===== src/rtl/hilo_muldiv_if.sv =====
// rtl/hilo_muldiv_if.sv - issue/move/result bundle between pipeline and HI/LO unit
interface hilo_muldiv_if;
  logic        start_i;
  logic [1:0]  op_i;
  logic [31:0] rs_i;
  logic [31:0] rt_i;
  logic        mthi_i;
  logic        mtlo_i;
  logic [31:0] wdata_i;
  logic [31:0] hi_o;
  logic [31:0] lo_o;
  logic        busy_o;
  logic        done_o;

  modport master (
    output start_i, op_i, rs_i, rt_i, mthi_i, mtlo_i, wdata_i,
    input  hi_o, lo_o, busy_o, done_o
  );

  modport slave (
    input  start_i, op_i, rs_i, rt_i, mthi_i, mtlo_i, wdata_i,
    output hi_o, lo_o, busy_o, done_o
  );
endinterface


===== src/rtl/hilo_muldiv.sv =====
// rtl/hilo_muldiv.sv - iterative 32-bit MULT/MULTU/DIV/DIVU unit owning HI/LO
module hilo_muldiv (
  input  logic         clk,
  input  logic         rst_n,
  hilo_muldiv_if.slave bus
);
  typedef enum logic [1:0] {S_IDLE, S_MUL, S_DIV, S_FIX} state_t;

  state_t      state_q, state_d;
  logic [4:0]  cnt_q, cnt_d;
  logic [1:0]  op_q, op_d;
  logic [31:0] rs_q, rs_d, rt_q, rt_d;
  logic [31:0] a_q, a_d;
  logic [63:0] p_q, p_d;
  logic [31:0] hi_q, hi_d, lo_q, lo_d;
  logic        busy_q, busy_d, done_q, done_d;

  logic        signed_in, signed_q, quo_neg, rem_neg, div_ge;
  logic [31:0] mag_rs, mag_rt, div_sub;
  logic [32:0] mul_sum;

  assign signed_in = ~bus.op_i[0];
  assign mag_rs    = (signed_in && bus.rs_i[31]) ? -bus.rs_i : bus.rs_i;
  assign mag_rt    = (signed_in && bus.rt_i[31]) ? -bus.rt_i : bus.rt_i;

  // Multiply: p holds {partial product, remaining multiplier bits}.
  assign mul_sum   = {1'b0, p_q[63:32]} + (p_q[0] ? {1'b0, a_q} : 33'd0);
  // Divide: p holds {partial remainder, dividend bits being shifted out / quotient shifted in}.
  assign div_ge    = p_q[63:31] >= {1'b0, a_q};
  assign div_sub   = p_q[62:31] - a_q;

  assign signed_q  = ~op_q[0];
  assign quo_neg   = signed_q & (rs_q[31] ^ rt_q[31]);
  assign rem_neg   = signed_q & rs_q[31];

  always_comb begin
    state_d = state_q;
    cnt_d   = cnt_q;
    op_d    = op_q;
    rs_d    = rs_q;
    rt_d    = rt_q;
    a_d     = a_q;
    p_d     = p_q;
    hi_d    = hi_q;
    lo_d    = lo_q;
    busy_d  = busy_q;
    done_d  = 1'b0;
    case (state_q)
      S_IDLE: begin
        if (bus.start_i) begin
          op_d   = bus.op_i;
          rs_d   = bus.rs_i;
          rt_d   = bus.rt_i;
          cnt_d  = 5'd0;
          busy_d = 1'b1;
          if (bus.op_i[1]) begin
            state_d = S_DIV;
            p_d     = {32'd0, mag_rs};
            a_d     = mag_rt;
          end else begin
            state_d = S_MUL;
            p_d     = {32'd0, mag_rt};
            a_d     = mag_rs;
          end
        end else begin
          if (bus.mthi_i) hi_d = bus.wdata_i;
          if (bus.mtlo_i) lo_d = bus.wdata_i;
        end
      end
      S_MUL: begin
        p_d   = {mul_sum, p_q[31:1]};
        cnt_d = cnt_q + 5'd1;
        if (cnt_q == 5'd31) state_d = S_FIX;
      end
      S_DIV: begin
        p_d   = div_ge ? {div_sub, p_q[30:0], 1'b1} : {p_q[62:0], 1'b0};
        cnt_d = cnt_q + 5'd1;
        if (cnt_q == 5'd31) state_d = S_FIX;
      end
      S_FIX: begin
        // Counter wrapped to 0 on entry: first cycle fixes signs, second commits.
        if (cnt_q == 5'd0) begin
          cnt_d = 5'd1;
          if (!op_q[1]) begin
            if (quo_neg) p_d = -p_q;
          end else if (rt_q == 32'd0) begin
            p_d = {rs_q, 32'hFFFF_FFFF};
          end else begin
            p_d = {rem_neg ? -p_q[63:32] : p_q[63:32],
                   quo_neg ? -p_q[31:0]  : p_q[31:0]};
          end
        end else begin
          hi_d    = p_q[63:32];
          lo_d    = p_q[31:0];
          done_d  = 1'b1;
          busy_d  = 1'b0;
          cnt_d   = 5'd0;
          state_d = S_IDLE;
        end
      end
      default: state_d = S_IDLE;
    endcase
  end

  always_ff @(posedge clk or negedge rst_n) begin
    if (!rst_n) begin
      state_q <= S_IDLE;
      cnt_q   <= 5'd0;
      op_q    <= 2'd0;
      rs_q    <= 32'd0;
      rt_q    <= 32'd0;
      a_q     <= 32'd0;
      p_q     <= 64'd0;
      hi_q    <= 32'd0;
      lo_q    <= 32'd0;
      busy_q  <= 1'b0;
      done_q  <= 1'b0;
    end else begin
      state_q <= state_d;
      cnt_q   <= cnt_d;
      op_q    <= op_d;
      rs_q    <= rs_d;
      rt_q    <= rt_d;
      a_q     <= a_d;
      p_q     <= p_d;
      hi_q    <= hi_d;
      lo_q    <= lo_d;
      busy_q  <= busy_d;
      done_q  <= done_d;
    end
  end

  assign bus.hi_o   = hi_q;
  assign bus.lo_o   = lo_q;
  assign bus.busy_o = busy_q;
  assign bus.done_o = done_q;
endmodule

===== src/flat_wrapper.sv =====
// flat-port wrapper written by rule: the top's interface ports become plain ports
module hilo_muldiv_flat 
  (clk, rst_n, bus_start_i, bus_op_i, bus_rs_i, bus_rt_i, bus_mthi_i, bus_mtlo_i, bus_wdata_i, bus_hi_o, bus_lo_o, bus_busy_o, bus_done_o);
  hilo_muldiv_if bus_i ();
  input  logic clk;
  input  logic rst_n;
  input wire logic [$bits(bus_i.start_i)-1:0] bus_start_i;
  input wire logic [$bits(bus_i.op_i)-1:0] bus_op_i;
  input wire logic [$bits(bus_i.rs_i)-1:0] bus_rs_i;
  input wire logic [$bits(bus_i.rt_i)-1:0] bus_rt_i;
  input wire logic [$bits(bus_i.mthi_i)-1:0] bus_mthi_i;
  input wire logic [$bits(bus_i.mtlo_i)-1:0] bus_mtlo_i;
  input wire logic [$bits(bus_i.wdata_i)-1:0] bus_wdata_i;
  output wire logic [$bits(bus_i.hi_o)-1:0] bus_hi_o;
  output wire logic [$bits(bus_i.lo_o)-1:0] bus_lo_o;
  output wire logic [$bits(bus_i.busy_o)-1:0] bus_busy_o;
  output wire logic [$bits(bus_i.done_o)-1:0] bus_done_o;
  assign bus_i.start_i = bus_start_i;
  assign bus_i.op_i = bus_op_i;
  assign bus_i.rs_i = bus_rs_i;
  assign bus_i.rt_i = bus_rt_i;
  assign bus_i.mthi_i = bus_mthi_i;
  assign bus_i.mtlo_i = bus_mtlo_i;
  assign bus_i.wdata_i = bus_wdata_i;
  assign bus_hi_o = bus_i.hi_o;
  assign bus_lo_o = bus_i.lo_o;
  assign bus_busy_o = bus_i.busy_o;
  assign bus_done_o = bus_i.done_o;
  hilo_muldiv u_core (.clk(clk), .rst_n(rst_n), .bus(bus_i));
endmodule

===== config.mk =====
export PLATFORM = sky130hd
export DESIGN_NAME = hilo_muldiv_flat
export DESIGN_NICKNAME = d
export VERILOG_FILES = /design/src/rtl/hilo_muldiv_if.sv /design/src/rtl/hilo_muldiv.sv /design/src/flat_wrapper.sv
export SDC_FILE = /design/constraint.sdc
export NUM_CORES = 1
export LEC_CHECK = 0
export BUFFER_PORTS_ARGS = -buffer_cell sky130_fd_sc_hd__buf_2
export CORE_ASPECT_RATIO = 1.5
export CORE_UTILIZATION = 50
export CTS_CLUSTER_SIZE = 12
export DETAILED_ROUTE_END_ITERATION = 10
export PLACE_DENSITY_LB_ADDON = 0.12
export SETUP_SLACK_MARGIN = 0.1
export SYNTH_ARGS = -nofsm -noshare
export SYNTH_HDL_FRONTEND = slang
export SYNTH_SLANG_ARGS = --single-unit

===== constraint.sdc =====
create_clock -name clk -period 3.61 [get_ports clk]
set_input_delay 0.361 -clock clk [delete_from_list [all_inputs] [get_ports clk]]
set_output_delay 0.361 -clock clk [all_outputs]
set_load 0.01 [all_outputs]

; ---- Word level (Yosys, flattened, before mapping)
; Cells that the tools add are included.
[op_classes]
n_addsub = 8
n_bitwise = 5
n_eq_ne = 14
n_mux = 35
n_div = 0
n_shift = 0
n_lt_le_gt_ge = 1
reduce_logical = 14
mul = 0
[ops]
columns = op, count
row1 = $mux 32, 13
row2 = $mux 64, 6
row3 = $pmux 64 s4, 1
row4 = $neg 32->32, 4
row5 = $pmux 32 s2, 2
row6 = $neg 64->64, 1
row7 = $add 32x33->33, 1
row8 = $ge 33x32->1, 1
row9 = $logic_not 32->1, 1
row10 = $sub 32x32->32, 1
row11 = $reduce_and 4->1, 4
row12 = $pmux 5 s3, 1
row13 = $ne 2x2->1 const B, 5
row14 = $mux 2, 4
row15 = $ne 3x1->1 const B, 2
row16 = $pmux 2 s3, 1
row17 = $reduce_and 3->1, 2
row18 = $add 5x1->5 const B, 1
row19 = $eq 5x5->1 const B, 1
row20 = $logic_not 5->1, 1
row21 = $mux 1, 5
row22 = $mux 5, 1
row23 = $eq 2x2->1 const B, 2
row24 = $ne 2x1->1 const B, 2
row25 = 11 further kinds, 14
[word_totals]
word_cells = 89
regBits = 235
latchBits = 0
inputBits = 103
ramBits = 0
n_memories = 0
rom_bits = 0

; ---- Depth between registers and ports, before layout
; Gate-level depths: netlist of the first run.
[logic_depth]
depth_word = 7
mapped_depth = 14

; ---- Worst setup path after synthesis of the first run
; No wires, ideal clock.
[synth_path]
path_type = reg2reg
from = reg u_core.p_q[0]
to = reg u_core.p_q[60]
path_stages_with_launch = 15
n_path_buf = 2
setup_ps = 82
period_less_slack_ps = 3244
t_arrival_ps = 3162
setup_slack_ps = 366
required_ps = 3528
cell_sequence = dfrtp_1 > inv_1 > buf_1 > nor2_1 > ha_1 > clkbuf_1 > and3_1 > and4_1 > a32oi_1 > nand2_1 > o21ai_0 > nor2b_1 > o41ai_1 > mux2_2 > a31oi_1
[synth_via]
elab_chain_cells = 5
elab_cells_between_ends = 7
classes_between = 2 x add/sub / 5 x mux
[synth_rtl]
columns = item, line_no
row1 = start: declaration, hilo_muldiv.sv:14  ; logic [63:0] p_q, p_d;
row2 = start signal: assignment, hilo_muldiv.sv:125  ; p_q <= p_d;
row3 = $neg 64->64, hilo_muldiv.sv:85  ; if (quo_neg) p_d = -p_q;
row4 = $mux 64, hilo_muldiv.sv:85
row5 = $mux 64, hilo_muldiv.sv:84  ; if (!op_q[1]) begin
row6 = $mux 64, hilo_muldiv.sv:82  ; if (cnt_q == 5'd0) begin
row7 = $pmux 64 s4 (*), hilo_muldiv.sv:48  ; case (state_q)
; Every way passes the cells marked *; elsewhere a longest branch is shown, timed or not. The select of a mux whose other input is x is not followed.
; A chain may end at the register's enable or synchronous reset.

; ---- Worst setup path in the final report of the first run
; Ends and elaborated chain as after synthesis.

==> metrics.md, run 1 <==
| Metric | Value |
|---|---|
| Result of the run | `complete, no violations` |
| Final-report max-slew violation count | `0` |
| Element type at the critical path end | `flop` |
| Starting density of the core | `0.508` |
| Count of mapped cells out of synthesis | `2,345` |
| Top_reg_cell synth | `dfrtp_1` |
| Number of enable-type register cells in the synthesized netlist | `0` |
| CTS Buf Count | `26` |
| Top Ports | `169` |
| Die extent in x | `160 microns` |
| Clock slew seen by the registers of the worst setup and hold paths | `0.06 ns` |
| Largest vdd supply drop | `866 uV` |
| Y dimension of the die | `239 microns` |
| Global-route wire length before repair | `113 mm` |
| Antenna Nets Post-Route | `0` |
| Filler cell count in the final layout | `3,446` |
| Leading post-synthesis cells by cell area | `dfrtp_1 31%, a21oi_1 8.2%, o21ai_0 5.3%` |
| Setup-violating endpoint count in the final report | `0` |
| Share of synthesized area occupied by flip-flops and latches | `0.315` |
| Headroom to the max-slew limit | `0.352` |
| Routability cong. | `1.03` |
| Share of the clock period used by the worst path after layout | `0.945` |
| Post-layout nets | `2,700` |
| Wire length reported by the detailed router | `75.4 mm` |
| DP HPWL | `58.3 mm` |
| Via Count | `19,300` |
| Number of placed instances, taps included | `2,975` |
| F_max | `0.293 GHz` |
| Initial drt markers | `2,130` |
| Synth-to-Final Area Change | `15.7%` |
| Count of TritonRoute iterations in the first routing pass | `7` |
| Total number of clock tree sinks | `235` |
| Power density relative to cell area | `953 nW/um^2` |
| Post-route clock skew | `0.0257 ns` |
| Classification of the worst-slack hold path | `in -> reg` |
| Minimum period implied by the final worst setup slack | `3.41 ns` |
| RSZ-0062 raised after global routing | `yes` |
| Post-layout utilization of the core | `0.588` |
| Fraction of layout cells with a size suffix above 1 | `0.194` |
| Arrival @ worst endpoint | `3.89 ns` |
| Pin count of the biggest net entering global routing | `134` |
| Area of the core | `36,800 sq um` |
| Synth Cell Area | `18,700 sq um` |
| Skew-Pair Late Insertion Delay | `0.57 ns` |
| Initial antenna violation count | `1` |
| Fraction of synthesized cell area taken by the top area cell type | `0.315` |
| TritonCTS clock tree | `yes` |
| CTS H-tree lvls | `1` |
| Post-Synthesis Net Count | `2,525` |
| Critical-path maximum fanout | `14` |
| Post-synthesis cell type count | `87` |
| Total gr overflow | `0` |
| Kind of launch point of the worst setup path | `flop` |
| Sequential cell area in the final layout | `5880 sq um` |
| WS Path Type | `reg -> reg` |
| Non-filler instance count after layout | `3,017` |
| Average detailed-routed wire length per instance | `25.0 microns` |
| Total routing resource utilization after global routing | `0.389` |
| Max Root-Sink Buffers | `3` |
| Area of combinational cells with multiple inputs | `11,900 sq um` |
| I/O Buffers | `168` |
| Number of synthesized register bits | `235` |
| Number of global-route vias before repair | `18,500` |
| Setup total negative slack | `0 ns` |
| Data required time of the worst path | `4.09 ns` |
| Worst slew pin tran | `0.973 ns` |
| # diodes | `0` |
| Synth async-reset ratio | `1.00` |
| Overall die area | `38,200 sq um` |
| Via density | `6.38` |
| Number of hold violations in the final report | `0` |
| Leakage power of the design | `9.38 nW` |
| Post-synth top area cell | `dfrtp_1` |
| Avg Inst Size Synth | `7.97 sq um` |
| Yosys warns | `0` |
| Post-route DRC violation count | `0` |
| Number of rows in the core area | `86` |
| Total setup buffers inserted after CTS | `0` |
| Number of violations of the max-capacitance limit | `0` |
| Cell at the root of the clock tree | `clkbuf_16` |
## worst max-delay path, cell delays in order (launching register included)
cell and delay [ns]:
dfrtp_1 0.39, inv_2 0.15, buf_12 0.16, nor2_1 0.05
ha_1 0.36, and3_1 0.26, and4_1 0.22, a32oi_1 0.24
nand2_1 0.15, o21ai_0 0.23, buf_4 0.17, nor2b_1 0.04
o41ai_1 0.35, mux2_2 0.38, a31oi_1 0.18
## sequential cells by signal (all words and copies together), names as in the netlist
register,count
u_core.rs_q,32
u_core.bus.lo_o,32
u_core.rt_q,32
u_core.p_q,64
u_core.state_q,2
u_core.bus.busy_o,1
u_core.op_q,2
u_core.bus.done_o,1
u_core.a_q,32
u_core.bus.hi_o,32
u_core.cnt_q,5
## cells in the final DEF (no fill, tap or decap), types with 18 or more instances in the layout
cell / netlist / final
a21oi_1: 306 / 304
nor2_1: 244 / 242
dfrtp_1: 235 / 235
nand2_1: 211 / 210
o21ai_0: 197 / 197
buf_2: 12 / 167
buf_4: 9 / 149
xnor2_1: 92 / 92
mux2_2: 82 / 82
ha_1: 75 / 71
inv_1: 66 / 65
xor2_1: 62 / 62
nor3_1: 48 / 47
nor2b_1: 42 / 42
a31oi_1: 35 / 34
nor4_1: 33 / 33
a21o_1: 32 / 32
a221oi_1: 27 / 27
nand3_1: 26 / 26
a22oi_1: 26 / 26
o211ai_1: 26 / 26
clkbuf_16: 0 / 26
a211oi_1: 27 / 25
nand2b_1: 18 / 18
nand4_1: 18 / 18
## Yosys cell counts (all sizes together) (26+ instances only)
library cell and count:
xnor2 92, buf 38, a21o 32, nor2b 42, o211ai 27, dfrtp 235
mux2 82, a31oi 35, clkbuf 141, nor4 36, a22oi 26, nor3 49
a21oi 307, nand3 26, xor2 62, a211oi 28, inv 66, o21ai 201
nand2 212, ha 75, a221oi 28, nor2 244
## cells by family after synthesis
kind of cell	count (synthesis)	share of synthesized area
compound gates	810	0.264
xor+xnor	154	0.0722
fa+ha+maj	77	0.0523
buf+inv	247	0.0538
flops	235	0.315
mux	98	0.0580
simple gates	724	0.185
## worst paths after layout
check	start	end	slack, ns	cells past startpoint
setup / recovery	u_core.p_q[0]	u_core.p_q[60]	0.20	14
hold / removal	bus_rt_i[30]	u_core.rt_q[30]	0.08	2
setup reg to reg	u_core.p_q[0]	u_core.p_q[60]	0.20	14
hold reg to reg	u_core.a_q[5]	u_core.a_q[5]	0.49	2
max in group asynchronous	rst_n	u_core.rt_q[27]	2.09	3
min in group asynchronous	rst_n	u_core.bus.lo_o[9]	0.43	2
## final cells by class
cell class              count  area share
multi-input cells        1863       0.551
inverters                  67      0.0116
clock inverters            10     0.00544
clock buffers              31      0.0319
flip-flops and latches    235       0.272
well taps                 484      0.0280
repair buffers            327      0.0998
## routing by layer
layer / GRT usage / vias to the layer above / wire length, microns
met3: 0.0385 / 225 / 4410
met1: 0.455 / 9317 / 28600
met2: 0.693 / 853 / 37400
li1: - / 8857 / -
met5: 0 / - / 0
met4: 0.221 / 0 / 5000
## through the flow
stage	total power, mW	hold slack (ns)	cell area [sq um]	setup slack [ns]
2_1_floorplan	12.9	0.0654	18700	0.366
3_3_place_gp	17.5	0.464	20800	0.123
3_5_place_dp	17.6	0.483	20800	0.106
4_1_cts	20.3	0.0731	21600	0.100
5_1_grt	21.8	0.0809	21600	0.0196
6_report	20.6	0.0821	21600	0.199
## what timing repair did
action	4_1_cts	5_1_grt
endpoints found under the hold margin	106	0
hold buffers	1	0
setup endpoints to repair	0	17
gates resized for setup	0	11
## report_power, final
part	switching (mW)	internal [mW]
sequential	1.08	3.88
combinational	7.94	5.06
clock	1.17	1.49
Note: power is estimated with default switching activity, not from simulation.
==> inputs of run 2 (changes only) <==
Settings changed: CORE_UTILIZATION 50 to 25.
==> run 2 against run 1 <==
Net effect: die area rose by 99%; largest cell class unchanged; sequential share of layout area fell by 1.7 points; combinational power rose by 8%; design area rose by 6.5%; maximum frequency rose by 0.53%; setup slack improved by 0.018 ns; register-to-register slack improved by 0.02 ns; critical path depth did not move; flip-flop and latch count did not move; first-iteration DRC count fell by 38%; worst hold slack got worse by 0.059 ns; non-clock buffer count rose by 73.
==> metrics.md, run 2 (synthesized netlist as in run 1, its figures left out) <==
| Metric | Value |
|---|---|
| Total gr overflow | `0` |
| Number of hold violations in the final report | `0` |
| Element type at the critical path end | `flop` |
| Post-layout nets | `2,776` |
| F_max | `0.295 GHz` |
| Share of power burned in combinational logic | `0.642` |
| Max Root-Sink Buffers | `3` |
| Power density relative to cell area | `952 nW/um^2` |
| Commonest non-fill, non-tap cells in the layout | `304 x a21oi_1, 240 x nor2_1, 235 x dfrtp_1` |
| Kind of launch point of the worst setup path | `flop` |
| Minimum period implied by the final worst setup slack | `3.39 ns` |
| DP HPWL | `73.1 mm` |
| RSZ-0062 raised after global routing | `yes` |
| Beginning of the worst register-to-register path | `u_core.p_q[0]` |
| Starting density of the core | `0.253` |
| Count of TritonRoute iterations in the first routing pass | `7` |
| Hold path startpoint | `bus_rt_i[5]` |
| Share of power burned in registers | `0.223` |
| Data required time of the worst path | `4.14 ns` |
| Number of global-route vias before repair | `19,400` |
| Post-route clock skew | `0.0142 ns` |
| Setup-violating endpoint count in the final report | `0` |
| Worst slew pin tran | `1.05 ns` |
| Critical-path cell with the highest stage delay | `dfrtp_1` |
| WS Path Type | `reg -> reg` |
| Total routing resource utilization after global routing | `0.246` |
| Arrival @ worst endpoint | `3.92 ns` |
| Final-report max-slew violation count | `0` |
| Setup total negative slack | `0 ns` |
| Number of violations of the max-capacitance limit | `0` |
| Initial antenna violation count | `2` |
| Reported net switching power | `11.0 mW` |
| I/O Buffers | `168` |
| Classification of the worst-slack hold path | `in -> reg` |
| Part of the total power dissipated in the clock network | `0.135` |
| Global-route wire length before repair | `136 mm` |
| Cell count of the worst hold path | `2` |
| Synth-to-Final Area Change | `23.3%` |
| Reg2Reg Depth | `14` |
| Post-route DRC violation count | `0` |
| Total number of clock tree sinks | `235` |
| Routability cong. | `0.940` |
| Pin count of the biggest net entering global routing | `142` |
| Wire length reported by the detailed router | `93.8 mm` |
| Fraction of layout cells with a size suffix above 1 | `0.225` |
| Sequence of cells on the critical path | `inv_2, buf_12, nor2_1, ha_1, and3_1, and4_1, a32oi_2, nand2_2, o21ai_1, buf_4, nor2b_1, o41ai_2, mux2_2, a31oi_1` |
| Reg2Reg Setup Slack | `0.22 ns` |
| Share of the clock period used by the worst path after layout | `0.940` |
| Register ranked first by flip-flop count | `u_core.p_q` |
| Overall power after layout | `21.9 mW` |
| Y dimension of the die | `337 microns` |
| Top Ports | `169` |
| Area of the core | `73,900 sq um` |
| Switching power as a share of total power | `0.502` |
| Clock slew seen by the registers of the worst setup and hold paths | `0.07 ns` |
| Number of rows in the core area | `122` |
| Largest stage delay on the critical path | `0.41 ns` |
| Headroom to the max-slew limit | `0.300` |
| Average detailed-routed wire length per instance | `26.0 microns` |
| CTS H-tree lvls | `1` |
| CTS Buf Count | `29` |
| Leakage power of the design | `9.83 nW` |
| Die extent in x | `225 microns` |
| Critical-path maximum fanout | `16` |
| Result of the run | `complete, no violations` |
| Internal | `10.9 mW` |
| Skew-Pair Late Insertion Delay | `0.62 ns` |
| Cell at the root of the clock tree | `clkbuf_16` |
| Antenna Nets Post-Route | `0` |
| Most frequent standard cell in the layout excluding fill and tap cells | `a21oi_1` |
| Largest vdd supply drop | `746 uV` |
| Destination of the worst hold path | `u_core.rt_q[5]` |
| Flip-flop count of the largest register after layout | `64` |
| Overall die area | `75,900 sq um` |
| Worst Path Buf+Inv | `3` |
| Via Count | `19,500` |
| Initial drt markers | `1,310` |
| Via density | `5.39` |
| Worst reg2reg path endpoint | `u_core.p_q[60]` |
| TritonCTS clock tree | `yes` |
| CP delay by family, top | `compound AO/OA/AOI/OAI gates` |
run 2: cell count changes in the layout (fill, tap and decap cells not counted), moves of 3 or more:
cell	before	now
clkinvlp_4	1	4
o21ai_1	2	8
o21ai_0	197	191
buf_4	149	222
clkbuf_16	26	29
clkbuf_1	3	6
run 2: power groups by stage:
stage / sequential (mW) / combinational (mW) / clock (mW)
after floorplan: 4.69 / 8.16 / 0
after global placement: 4.88 / 13.9 / 0
after detailed placement: 4.92 / 13.8 / 0
after CTS: 4.88 / 14.0 / 3.05
after global routing: 5.02 / 15.3 / 3.14
final: 4.88 / 14.1 / 2.96
run 2: area by class of cell:
class	instances	area, sq um
diodes	2	5.00
clock buffers	39	803
clock inverters	15	115
fillers	8005	50800
inverters	67	251
multi-input cells	1863	12000
flip-flops and latches	235	5880
well taps	992	1240
repair buffers	400	2740
run 2: worst reg2reg max path, delay by kind of cell, from the launching register on:
kind	cells	cell delay [ns]
DFF	1	0.41
muxes	1	0.39
buffers and inverters	3	0.49
adders and majority gates	1	0.36
AOI/OAI and AO/OA	4	0.90
and+or+nand+nor	5	0.75
run 2: repair_timing:
item,in CTS,in global routing
buffers inserted,4,3
cloned,1,0
gates resized for setup,10,25
pin swaps,3,3
hold buffers,1,0
setup endpoints to repair,13,14
hold endpoints to repair,89,0
run 2: worst max path at each step:
stage	from	end	slack, ns	depth (start not counted)
6_report	u_core.p_q[0]	u_core.p_q[60]	0.22	14
5_1_grt	u_core.p_q[31]	u_core.p_q[60]	0.03	14
4_1_cts	u_core.p_q[34]	u_core.p_q[57]	0.11	10
3_5_place_dp	u_core.p_q[0]	u_core.p_q[61]	-0.18	13
3_3_place_gp	u_core.p_q[0]	u_core.p_q[61]	-0.12	13
2_1_floorplan	u_core.p_q[0]	u_core.p_q[60]	0.37	14
run 2: layer usage:
metal,vias to the layer above,GRT usage,routed length [microns]
met4,2,0.132,5690
met1,9697,0.287,36400
li1,9023,-,-
met2,584,0.443,47900
met3,163,0.0203,3750
met5,-,0,13
run 2: through the flow:
stage,area (sq um),instances,setup slack [ns],utilization,hold slack (ns)
after floorplan,18700,2345,0.366,-,0.0654
after global placement,21900,3548,-0.115,0.297,0.468
after detailed placement,21900,3548,-0.182,0.297,0.472
after CTS,22900,3608,0.110,0.311,0.000262
after global routing,23000,3612,0.0296,0.312,0.0109
final,23000,3613,0.217,0.312,0.0232
==> inputs of run 3 (changes only) <==
Settings changed: BUFFER_PORTS_ARGS -buffer_cell sky130_fd_sc_hd__buf_2 to default, DONT_BUFFER_PORTS from default to 1, SETUP_SLACK_MARGIN 0.1 to default.
==> run 3 against run 2 <==
Net effect: the flow now finishes with violations (hold timing); non-clock buffer count down 131; register-to-register slack lost 0.16 ns; combinational power down 7%; worst hold slack got worse by 0.58 ns; routed wire length about the same; global-route usage decreased by 0.19 points; via count decreased by 3.3%; design area shrank 2.4%; critical endpoint is now u_core.p_q[51]; largest cell class unchanged; largest power group unchanged; highest routed layer is now met4.
==> metrics.md, run 3 (synthesized netlist as in run 1, its figures left out) <==
| Metric | Value |
|---|---|
| Largest stage delay on the critical path | `0.70 ns` |
| Area of the core | `73,900 sq um` |
| Critical-path cell with the highest stage delay | `or4_1` |
| Initial drt markers | `1,399` |
| Share of the clock period used by the worst path after layout | `0.984` |
| Critical-path maximum fanout | `8` |
| Via density | `5.42` |
| Reg2Reg Depth | `10` |
| F_max | `0.281 GHz` |
| Post-layout nets | `2,643` |
| Classification of the worst-slack hold path | `in -> async` |
| Global-route wire length before repair | `134 mm` |
| Overall die area | `75,900 sq um` |
| Register ranked first by flip-flop count | `u_core.p_q` |
| Initial antenna violation count | `3` |
| Non-filler instance count after layout | `3,476` |
| Minimum period implied by the final worst setup slack | `3.55 ns` |
| Number of global-route vias before repair | `18,800` |
| Number of hold violations in the final report | `235` |
| Average detailed-routed wire length per instance | `27.0 microns` |
| Result of the run | `finished, violations left` |
| Post-route DRC violation count | `0` |
| Wl on met1 | `35.4 mm` |
| Antenna Nets Post-Route | `0` |
| Headroom to the max-slew limit | `0.232` |
| RSZ-0062 raised after global routing | `yes` |
| Pin count of the biggest net entering global routing | `236` |
| Metal2 WL | `49.0 mm` |
| Clock slew seen by the registers of the worst setup and hold paths | `0.07 ns` |
| Number of placed instances, taps included | `3,358` |
| Y dimension of the die | `337 microns` |
| TritonCTS clock tree | `yes` |
| Leakage power of the design | `9.28 nW` |
| Filler cell count in the final layout | `8,066` |
| Via Count | `18,800` |
| Flip-flop count of the largest register after layout | `64` |
| Minimum hold slack | `-0.558 ns` |
| Placed inst area | `20,900 sq um` |
| Data required time of the worst path | `4.06 ns` |
| I/O Buffers | `0` |
| CTS Buf Count | `27` |
| Post-layout utilization of the core | `0.304` |
| Synth-to-Final Area Change | `20.3%` |
| Hold buffer count at cts | `67` |
| Post-route clock skew | `0.0381 ns` |
| Top Ports | `169` |
| Sequence of cells on the critical path | `buf_4, or4_1, or4_1, nor2_1, nand2_2, or3_1, xor2_1, o211a_1, a221oi_2, o31ai_1` |
| Violated checks | `hold timing` |
| Number of rows in the core area | `122` |
| Design Area, Final | `22,500 sq um` |
| Final-report max-slew violation count | `0` |
| CTS H-tree lvls | `1` |
| Total routing resource utilization after global routing | `0.244` |
| Total gr overflow | `0` |
| Number of violations of the max-capacitance limit | `0` |
| Routed wire length on met3 | `3.96 mm` |
| Fraction of layout cells with a size suffix above 1 | `0.150` |
| Arrival @ worst endpoint | `4.01 ns` |
| Commonest non-fill, non-tap cells in the layout | `305 x a21oi_1, 242 x nor2_1, 235 x dfrtp_1` |
| Wire length reported by the detailed router | `93.8 mm` |
| DP HPWL | `71.9 mm` |
| Cell at the root of the clock tree | `clkbuf_16` |
| Most frequent CP cell | `or4_1` |
| Worst slew pin tran | `1.14 ns` |
| Total number of clock tree sinks | `235` |
| Skew-Pair Late Insertion Delay | `0.63 ns` |
| Setup-violating endpoint count in the final report | `0` |
| Most frequent standard cell in the layout excluding fill and tap cells | `a21oi_1` |
| Largest vdd supply drop | `440 uV` |
| Starting density of the core | `0.253` |
| Routability cong. | `0.918` |
| WS Path Type | `reg -> reg` |
| Count of TritonRoute iterations in the first routing pass | `5` |
| Max Root-Sink Buffers | `3` |
| Element type at the critical path end | `flop` |
| Highest Signal Layer | `met4` |
| Kind of launch point of the worst setup path | `flop` |
| Power density relative to cell area | `945 nW/um^2` |
| Die extent in x | `225 microns` |
run 3: cell count changes in the layout (fill, tap and decap cells not counted), sizes merged:
cell,change
inv,-1
diode,-1
clkinvlp,-2
bufbuf,-1
buf,-196
clkinv,-3
bufinv,+1
dlygate4sd3,+66
run 3: power by group:
part	switching [mW]	internal (mW)	leakage [nW]
Sequential	1.42	3.88	2.82
Clock	1.33	1.58	0.431
Combinational	7.99	5.08	6.03
Total	10.7	10.5	9.28
run 3: what timing repair did:
action / 4_1_cts / 5_1_grt
endpoints found under the setup margin: 2 / 10
resized for setup: 3 / 12
setup buffers: 0 / 1
pin swaps: 0 / 1
hold endpoints to repair: 316 / 235
run 3: worst paths after layout:
check	from	end	slack (ns)
min in group clk	bus_op_i[1]	u_core.a_q[10]	0.06
worst min-delay path	rst_n	u_core.bus.hi_o[5]	-0.56
worst min register to register	u_core.a_q[9]	u_core.a_q[9]	0.48
worst max-delay path	u_core.p_q[40]	u_core.p_q[51]	0.06
max in group asynchronous	rst_n	u_core.rs_q[12]	3.29
worst max register to register	u_core.p_q[40]	u_core.p_q[51]	0.06
run 3: critical path, delay by kind of cell (launching register included):
family / cells / cell delay (ns)
compound gates: 3 / 0.51
xor+xnor: 1 / 0.15
flops: 1 / 0.38
buf+inv: 1 / 0.21
simple gates: 5 / 2.14
run 3: final cells by class:
| cell class | instances | area (sq um) | area share |
|---|---|---|---|
| Multi-Input combinational cell | 1863 | 11900 | 0.531 |
| Sequential cell | 235 | 5880 | 0.261 |
| Timing Repair Buffer | 269 | 2290 | 0.102 |
| Tap cell | 992 | 1240 | 0.0552 |
| Clock buffer | 39 | 781 | 0.0347 |
| Inverter | 67 | 251 | 0.0112 |
| Clock inverter | 10 | 98.8 | 0.00439 |
| Antenna cell | 1 | 2.50 | 0.000111 |
run 3: per-layer routing:
layer | vias up | global-route usage
met5 | - | 0
met4 | 0 | 0.131
met3 | 168 | 0.0255
met2 | 618 | 0.452
met1 | 9294 | 0.271
li1 | 8752 | -
run 3: through the flow:
| stage | setup WS, ns | total power [mW] | setup TNS [ns] |
|---|---|---|---|
| 2_1_floorplan | 0.366 | 12.9 | 0 |
| 3_3_place_gp | -0.0952 | 18.1 | -0.0952 |
| 3_5_place_dp | -0.0787 | 18.2 | -0.0923 |
| 4_1_cts | 0.0403 | 21.2 | 0 |
| 5_1_grt | -0.0585 | 22.6 | -0.127 |
| 6_report | 0.0570 | 21.3 | 0 |
